--- src/rtl/rc4_pkg.sv ---
// Shared definitions for the RC4 keystream/decrypt engine and the key-search
// logic that reuses its plaintext checker.
package rc4_pkg;

  typedef enum logic [3:0] {
    IDLE      = 4'd0,
    READ_SI   = 4'd1,
    WAIT_SI   = 4'd2,
    READ_SJ   = 4'd3,
    WAIT_SJ   = 4'd4,
    WR_I      = 4'd5,
    WR_J      = 4'd6,
    READ_F    = 4'd7,
    WAIT_F    = 4'd8,
    WRITE_OUT = 4'd9
  } state_t;

  localparam logic [7:0] CHAR_LO    = 8'h61;
  localparam logic [7:0] CHAR_HI    = 8'h7A;
  localparam logic [7:0] CHAR_SPACE = 8'h20;

endpackage

--- src/rtl/rc4_char_check.sv ---
// Combinational plaintext filter: a byte is acceptable when it is a lowercase
// ASCII letter or a space. A wrong key almost always fails this within a few
// bytes, so the key search can move on without finishing the message.
module rc4_char_check
  import rc4_pkg::*;
(
  input  logic [7:0] data_i,
  output logic       valid_o
);

  assign valid_o = ((data_i >= CHAR_LO) && (data_i <= CHAR_HI)) ||
                   (data_i == CHAR_SPACE);

endmodule

--- src/rtl/rc4_prga_decrypt.sv ---
// RC4 PRGA + decrypt. Walks the message one byte per 9-cycle pass: fetch S[i]
// and S[j], swap them in the S-box RAM, fetch S[S[i]+S[j]] alongside the
// ciphertext byte, then write the XOR into the plaintext RAM. All memories are
// synchronous-read, so every fetch has a dedicated wait state.
module rc4_prga_decrypt
  import rc4_pkg::*;
#(
  parameter int RAM_WIDTH   = 8,
  parameter int MSG_LEN     = 32,
  parameter int MSG_ADDR_W  = 5,
  parameter int CHECK_VALID = 1
) (
  input  logic                  clk,
  input  logic                  reset_n,
  input  logic                  start,
  output logic                  done,
  output logic                  msg_valid,
  output logic [RAM_WIDTH-1:0]  s_addr,
  output logic [RAM_WIDTH-1:0]  s_wdata,
  output logic                  s_wren,
  input  logic [RAM_WIDTH-1:0]  s_rdata,
  output logic [MSG_ADDR_W-1:0] enc_addr,
  input  logic [RAM_WIDTH-1:0]  enc_rdata,
  output logic [MSG_ADDR_W-1:0] dec_addr,
  output logic [RAM_WIDTH-1:0]  dec_wdata,
  output logic                  dec_wren,
  output logic [3:0]            state_tap
);

  localparam logic [RAM_WIDTH-1:0]  ONE    = RAM_WIDTH'(1);
  localparam logic [MSG_ADDR_W-1:0] K_ONE  = MSG_ADDR_W'(1);
  localparam logic [MSG_ADDR_W-1:0] K_LAST = MSG_ADDR_W'(MSG_LEN - 1);

  state_t                state_q, state_d;
  logic [RAM_WIDTH-1:0]  i_q, i_d;
  logic [RAM_WIDTH-1:0]  j_q, j_d;
  logic [MSG_ADDR_W-1:0] k_q, k_d;
  logic [RAM_WIDTH-1:0]  si_q, si_d;
  logic [RAM_WIDTH-1:0]  sj_q, sj_d;
  logic [RAM_WIDTH-1:0]  f_q, f_d;
  logic [RAM_WIDTH-1:0]  e_q, e_d;
  logic                  done_q, done_d;
  logic                  msg_valid_q, msg_valid_d;

  logic [RAM_WIDTH-1:0]  plain;
  logic                  plain_ok;

  assign plain = f_q ^ e_q;

  rc4_char_check u_char_check (
    .data_i  (plain),
    .valid_o (plain_ok)
  );

  // Control state: FSM, indices and completion flags, cleared by reset.
  always_ff @(posedge clk) begin
    if (!reset_n) begin
      state_q     <= IDLE;
      i_q         <= '0;
      j_q         <= '0;
      k_q         <= '0;
      done_q      <= 1'b0;
      msg_valid_q <= 1'b0;
    end else begin
      state_q     <= state_d;
      i_q         <= i_d;
      j_q         <= j_d;
      k_q         <= k_d;
      done_q      <= done_d;
      msg_valid_q <= msg_valid_d;
    end
  end

  // Captured memory data; always loaded before use, so no reset needed.
  always_ff @(posedge clk) begin
    si_q <= si_d;
    sj_q <= sj_d;
    f_q  <= f_d;
    e_q  <= e_d;
  end

  // Next-state and memory-port decode; ports idle at zero outside their state.
  always_comb begin
    state_d     = state_q;
    i_d         = i_q;
    j_d         = j_q;
    k_d         = k_q;
    si_d        = si_q;
    sj_d        = sj_q;
    f_d         = f_q;
    e_d         = e_q;
    done_d      = done_q;
    msg_valid_d = msg_valid_q;
    s_addr      = '0;
    s_wdata     = '0;
    s_wren      = 1'b0;
    enc_addr    = '0;
    dec_addr    = '0;
    dec_wdata   = '0;
    dec_wren    = 1'b0;

    case (state_q)
      IDLE: begin
        if (start) begin
          done_d      = 1'b0;
          msg_valid_d = 1'b0;
          i_d         = '0;
          j_d         = '0;
          k_d         = '0;
          state_d     = READ_SI;
        end
      end
      READ_SI: begin
        i_d     = i_q + ONE;
        s_addr  = i_q + ONE;
        state_d = WAIT_SI;
      end
      WAIT_SI: begin
        si_d    = s_rdata;
        state_d = READ_SJ;
      end
      READ_SJ: begin
        j_d     = j_q + si_q;
        s_addr  = j_q + si_q;
        state_d = WAIT_SJ;
      end
      WAIT_SJ: begin
        sj_d    = s_rdata;
        state_d = WR_I;
      end
      // When i==j both writes land on the same entry with the same value.
      WR_I: begin
        s_addr  = i_q;
        s_wdata = sj_q;
        s_wren  = 1'b1;
        state_d = WR_J;
      end
      WR_J: begin
        s_addr  = j_q;
        s_wdata = si_q;
        s_wren  = 1'b1;
        state_d = READ_F;
      end
      // The swap does not change S[i]+S[j], so the pre-swap values index f.
      READ_F: begin
        s_addr   = si_q + sj_q;
        enc_addr = k_q;
        state_d  = WAIT_F;
      end
      WAIT_F: begin
        f_d     = s_rdata;
        e_d     = enc_rdata;
        state_d = WRITE_OUT;
      end
      // The byte is written even when it fails the check, then we stop early.
      WRITE_OUT: begin
        dec_addr  = k_q;
        dec_wdata = plain;
        dec_wren  = 1'b1;
        if ((CHECK_VALID != 0) && !plain_ok) begin
          done_d      = 1'b1;
          msg_valid_d = 1'b0;
          state_d     = IDLE;
        end else if (k_q == K_LAST) begin
          done_d      = 1'b1;
          msg_valid_d = 1'b1;
          state_d     = IDLE;
        end else begin
          k_d     = k_q + K_ONE;
          state_d = READ_SI;
        end
      end
      default: state_d = IDLE;
    endcase
  end

  assign done      = done_q;
  assign msg_valid = msg_valid_q;
  assign state_tap = state_q;

endmodule

--- config.mk ---
export PLATFORM = sky130hd
export DESIGN_NAME = rc4_prga_decrypt
export DESIGN_NICKNAME = d
export VERILOG_FILES = /design/src/rtl/rc4_pkg.sv /design/src/rtl/rc4_char_check.sv /design/src/rtl/rc4_prga_decrypt.sv
export SDC_FILE = /design/constraint.sdc
export NUM_CORES = 1
export LEC_CHECK = 0
export ABC_AREA = 1
export BUFFER_PORTS_ARGS = -buffer_cell sky130_fd_sc_hd__buf_2
export CAP_MARGIN = 5
export CORE_MARGIN = 1.5
export CORE_UTILIZATION = 45
export DETAILED_ROUTE_END_ITERATION = 12
export GPL_TIMING_DRIVEN = 0
export PLACE_DENSITY = 0.67
export SLEW_MARGIN = 20
export SYNTH_ARGS = -nofsm -noshare
export SYNTH_HDL_FRONTEND = slang
export SYNTH_SLANG_ARGS = --single-unit
--- constraint.sdc ---
create_clock -name clk -period 4.07 [get_ports clk]
set_input_delay 0.407 -clock clk [delete_from_list [all_inputs] [get_ports clk]]
set_output_delay 0.407 -clock clk [all_outputs]
set_load 0.05 [all_outputs]
==> results by group <==
Logic synthesis
  • Post-synthesis instance total: about 420
  • #FFs+latches synth: approximately 60
  • Ys Warns: 0
  • Largest area contributor in the netlist: edfxtp_1
  • Ranking of synthesized cells by area: edfxtp_1 29%, dfxtp_1 16%, nand2_1 11%
  • Primary FF master, synth: edfxtp_1
  • Commonest cells in the netlist: 98 x nand2_1, 55 x inv_1, 45 x a21oi_1, 45 x nor2_1, 32 x edfxtp_1
  • Post-Syn Area: about 3300 µm²
  • Synthesized Nets: ~460
  • Post-synth EDFFs: 32
  • Distinct cells, synth: 34
  • Synth async-reset ratio: 0%
  • Sequential-to-total area share from yosys stat: between 40% and 50%
  • Mean Syn Cell Area: 7.94 µm²
  • Top-count cell post-synth: nand2_1
  • Share of the synthesized area in the top cell type: ~29%

Clocking
  • Hold_buf cts: 0
  • H-tree depth: 3
  • CTS tree: built
  • Clock latency on the worst-skew pair: between 300 and 400 ps
  • CTS Buf Count: 9
  • CTS root buffer: clkbuf_8
  • CTS Sinks: just under 60
  • Maximum root-to-sink buffer count: 2
  • Post CTS Setup Buffer Count: 0
  • CTS resizes: 0
  • Clk pin slew, worst setup/hold paths: 70 ps

Timing
  • Setup WS post-layout: 1170 ps
  • Slew headroom: between 40% and 50%
  • Slew of the pin with the lowest slew margin: between 800 and 900 ps
  • Period utilisation layout: between 70% and 80%
  • Fin. Hold Viols: 0
  • Tmin final: between 2000 and 3000 ps
  • Max-slew violations: 0
  • Setup TNS Final: 0 ps
  • RSZ-0062 raised after global routing: no
  • Fin Clk Skew: a little under 9 ps
  • # setup viols final: 0
  • Max frequency: around 0.35 GHz

Pwr
  • Power Density: around 370 nW/µm²
  • Sw frac: between 20% and 30%
  • NetSw: ~380 µW
  • VDD IR max: roughly 0.21 mV
  • Leakage power: between 1.5 and 2 nW
  • Pwr Total: ~1.5 mW
  • Reg power frac: 44.8%
  • Comb pwr share: 12.2%
  • Clock power frac: roughly 43%
  • Cell-internal power: between 1 and 1.5 mW

Die
  • Initial Util: between 40% and 50%
  • Chip Width: ~90 µm
  • Die ar.: roughly 8000 µm²
  • Num ports: between 60 and 70
  • Core ar.: 7210 µm²
  • FP Rows: 31
  • DIE HEIGHT: slightly below 90 µm

Setup path
  • CP max-delay cell: edfxtp_1
  • Worst Reg-to-Reg Cells: 10
  • Critical Path End Type: output port
  • Cell mode on critical path: nand2_1
  • Crit-path cells: ha_1 -> fa_1 -> nand3_1 -> nand2_1 -> nand2_1 -> nand2_1 -> a21o_1 -> a21oi_1 -> o21ai_0 -> nand3_1 -> buf_2
  • Data arrival, critical path: around 2500 ps
  • Max incr delay on CP: about 440 ps
  • Setup CP Type: reg -> out
  • R2r endpoint: j_q[6]
  • CP required: 3660 ps
  • CP Max Fanout: 3
  • Crit path launch type: register
  • RR Startpoint: si_q[0]
  • FF-to-FF setup slack: 2100 ps

Min path
  • Min-Delay Endpoint: e_q[5]
  • Hold-critical path depth: 1
  • Worst hold path startpoint: enc_rdata[5]
  • HP Class: in -> reg

Route
  • DR vias: approximately 3.0k
  • Post-route ant nets: 0
  • DR iter-0 viols: 230
  • DR WL/cell: approximately 13 µm
  • Total routed wirelength: 7.79 mm
  • First-pass DRT Iterations: 6
  • DRC viols: 0
  • Drt via density: a little over 5

Cells and area
  • Diodes inserted: 0
  • Layout cells sized above 1: between 10% and 20%
  • Nets: 531
  • Synthesis-to-finish area growth: 20.0%

Global routing
  • Vias in the first global route: about 2.7k
  • Largest net degree at the start of global routing: 12
  • Initial antenna violation count: 0
  • Grt ovf: 0
  • All-layer global routing usage: 21.0%
  • First-pass GRT wire length: about 13 mm

Placed design
  • Gpl congestion: 0.819
  • Dpl ws: ~1600 ps
  • Port bufs: 60
  • HPWL after detailed placement: 6.09 mm

Run status
  • Status: finished clean

Flow run
  • Max-Cap Viols: 0
## how the worst max path moves through the flow
stage                             from          end  slack (ps)  cells after the start
after floorplan           state_tap[0]  dec_addr[0]        1180                      7
after global placement    state_tap[0]       f_q[0]        1390                      3
after detailed placement       si_q[0]    s_addr[6]        1560                     11
after CTS                      si_q[0]    s_addr[6]        1180                     11
after global routing           si_q[0]    s_addr[6]         980                     11
final                          si_q[0]    s_addr[6]        1170                     11
## per-stage QoR
step / area, µm² / util, % / cells / hold WS, ps
floorplan: 3340 / - / 421 / 457
global placement: 3760 / 52.2 / 580 / 470
detailed placement: 3780 / 52.4 / 581 / 481
CTS: 4010 / 55.5 / 597 / 230
global route: 4010 / 55.5 / 597 / 229
finish: 4010 / 55.5 / 597 / 238
## critical path: cells and delay by family (launching register included)
kind | cells | cell delay, ps
adders and majority gates | 2 | 640
DFF | 1 | 440
and+or+nand+nor | 5 | 410
AOI/OAI and AO/OA | 3 | 390
buffers and inverters | 1 | 270
## cells by family after synthesis
logic type               Yosys count  share of synthesized area (%)
adder cells (fa/ha/maj)           19                           7.57
buffers and inverters             64                           7.30
flip-flops                        59                           44.9
XOR/XNOR                           6                           1.57
AO/OA/AOI/OAI                     80                           14.0
AND/OR/NAND/NOR                  193                           24.6
## placed cells by master (no fill, tap or decap), drive strengths merged
master,count
dfxtp,27
o21ai,18
fa,2
nand3b,2
buf,62
clkinv,4
o21a,1
nand2,99
xor2,5
nor3,4
nand3,31
o311ai,1
a32oi,1
a21oi,45
clkbuf,13
xnor2,1
o22ai,1
ha,17
or2,2
inv,59
a22o,7
nor3b,1
nand4,7
a221oi,4
a21o,2
edfxtp,32
nor2,47
bufinv,3
## layout make-up
cell class              instances  area [µm²]
clock inverters                 7         106
plain buffers                   5        20.0
repair buffers                 61         308
well taps                      99         124
inverters                      59         224
fillers                       702        3210
flip-flops and latches         59        1500
clock buffers                   9         124
multi-input cells             298        1600
## registers in the layout, indices dropped and copies added (netlist names)
name	flops
e_q	8
msg_valid	1
f_q	8
sj_q	8
si_q	8
i_q	8
k_q	5
state_tap	4
j_q	8
done	1
## layer usage
metal	vias to the layer above	part of all wire, %	wire (µm)	track usage, %
met2	86	47	3700	34.0
met5	-	0	0	0
li1	1557	-	-	-
met4	0	1.1	82	8.39
met1	1392	47	3630	27.8
met3	7	4.8	375	3.97
## power groups by stage
stage | clock (mW) | sequential (mW) | combinational, mW
2_1_floorplan | 0 | 0.683 | 0.119
3_3_place_gp | 0 | 0.675 | 0.175
3_5_place_dp | 0 | 0.675 | 0.178
4_1_cts | 0.642 | 0.662 | 0.180
5_1_grt | 0.665 | 0.665 | 0.201
6_report | 0.636 | 0.663 | 0.180
No activity file was read; power rests on OpenSTA's default activity.
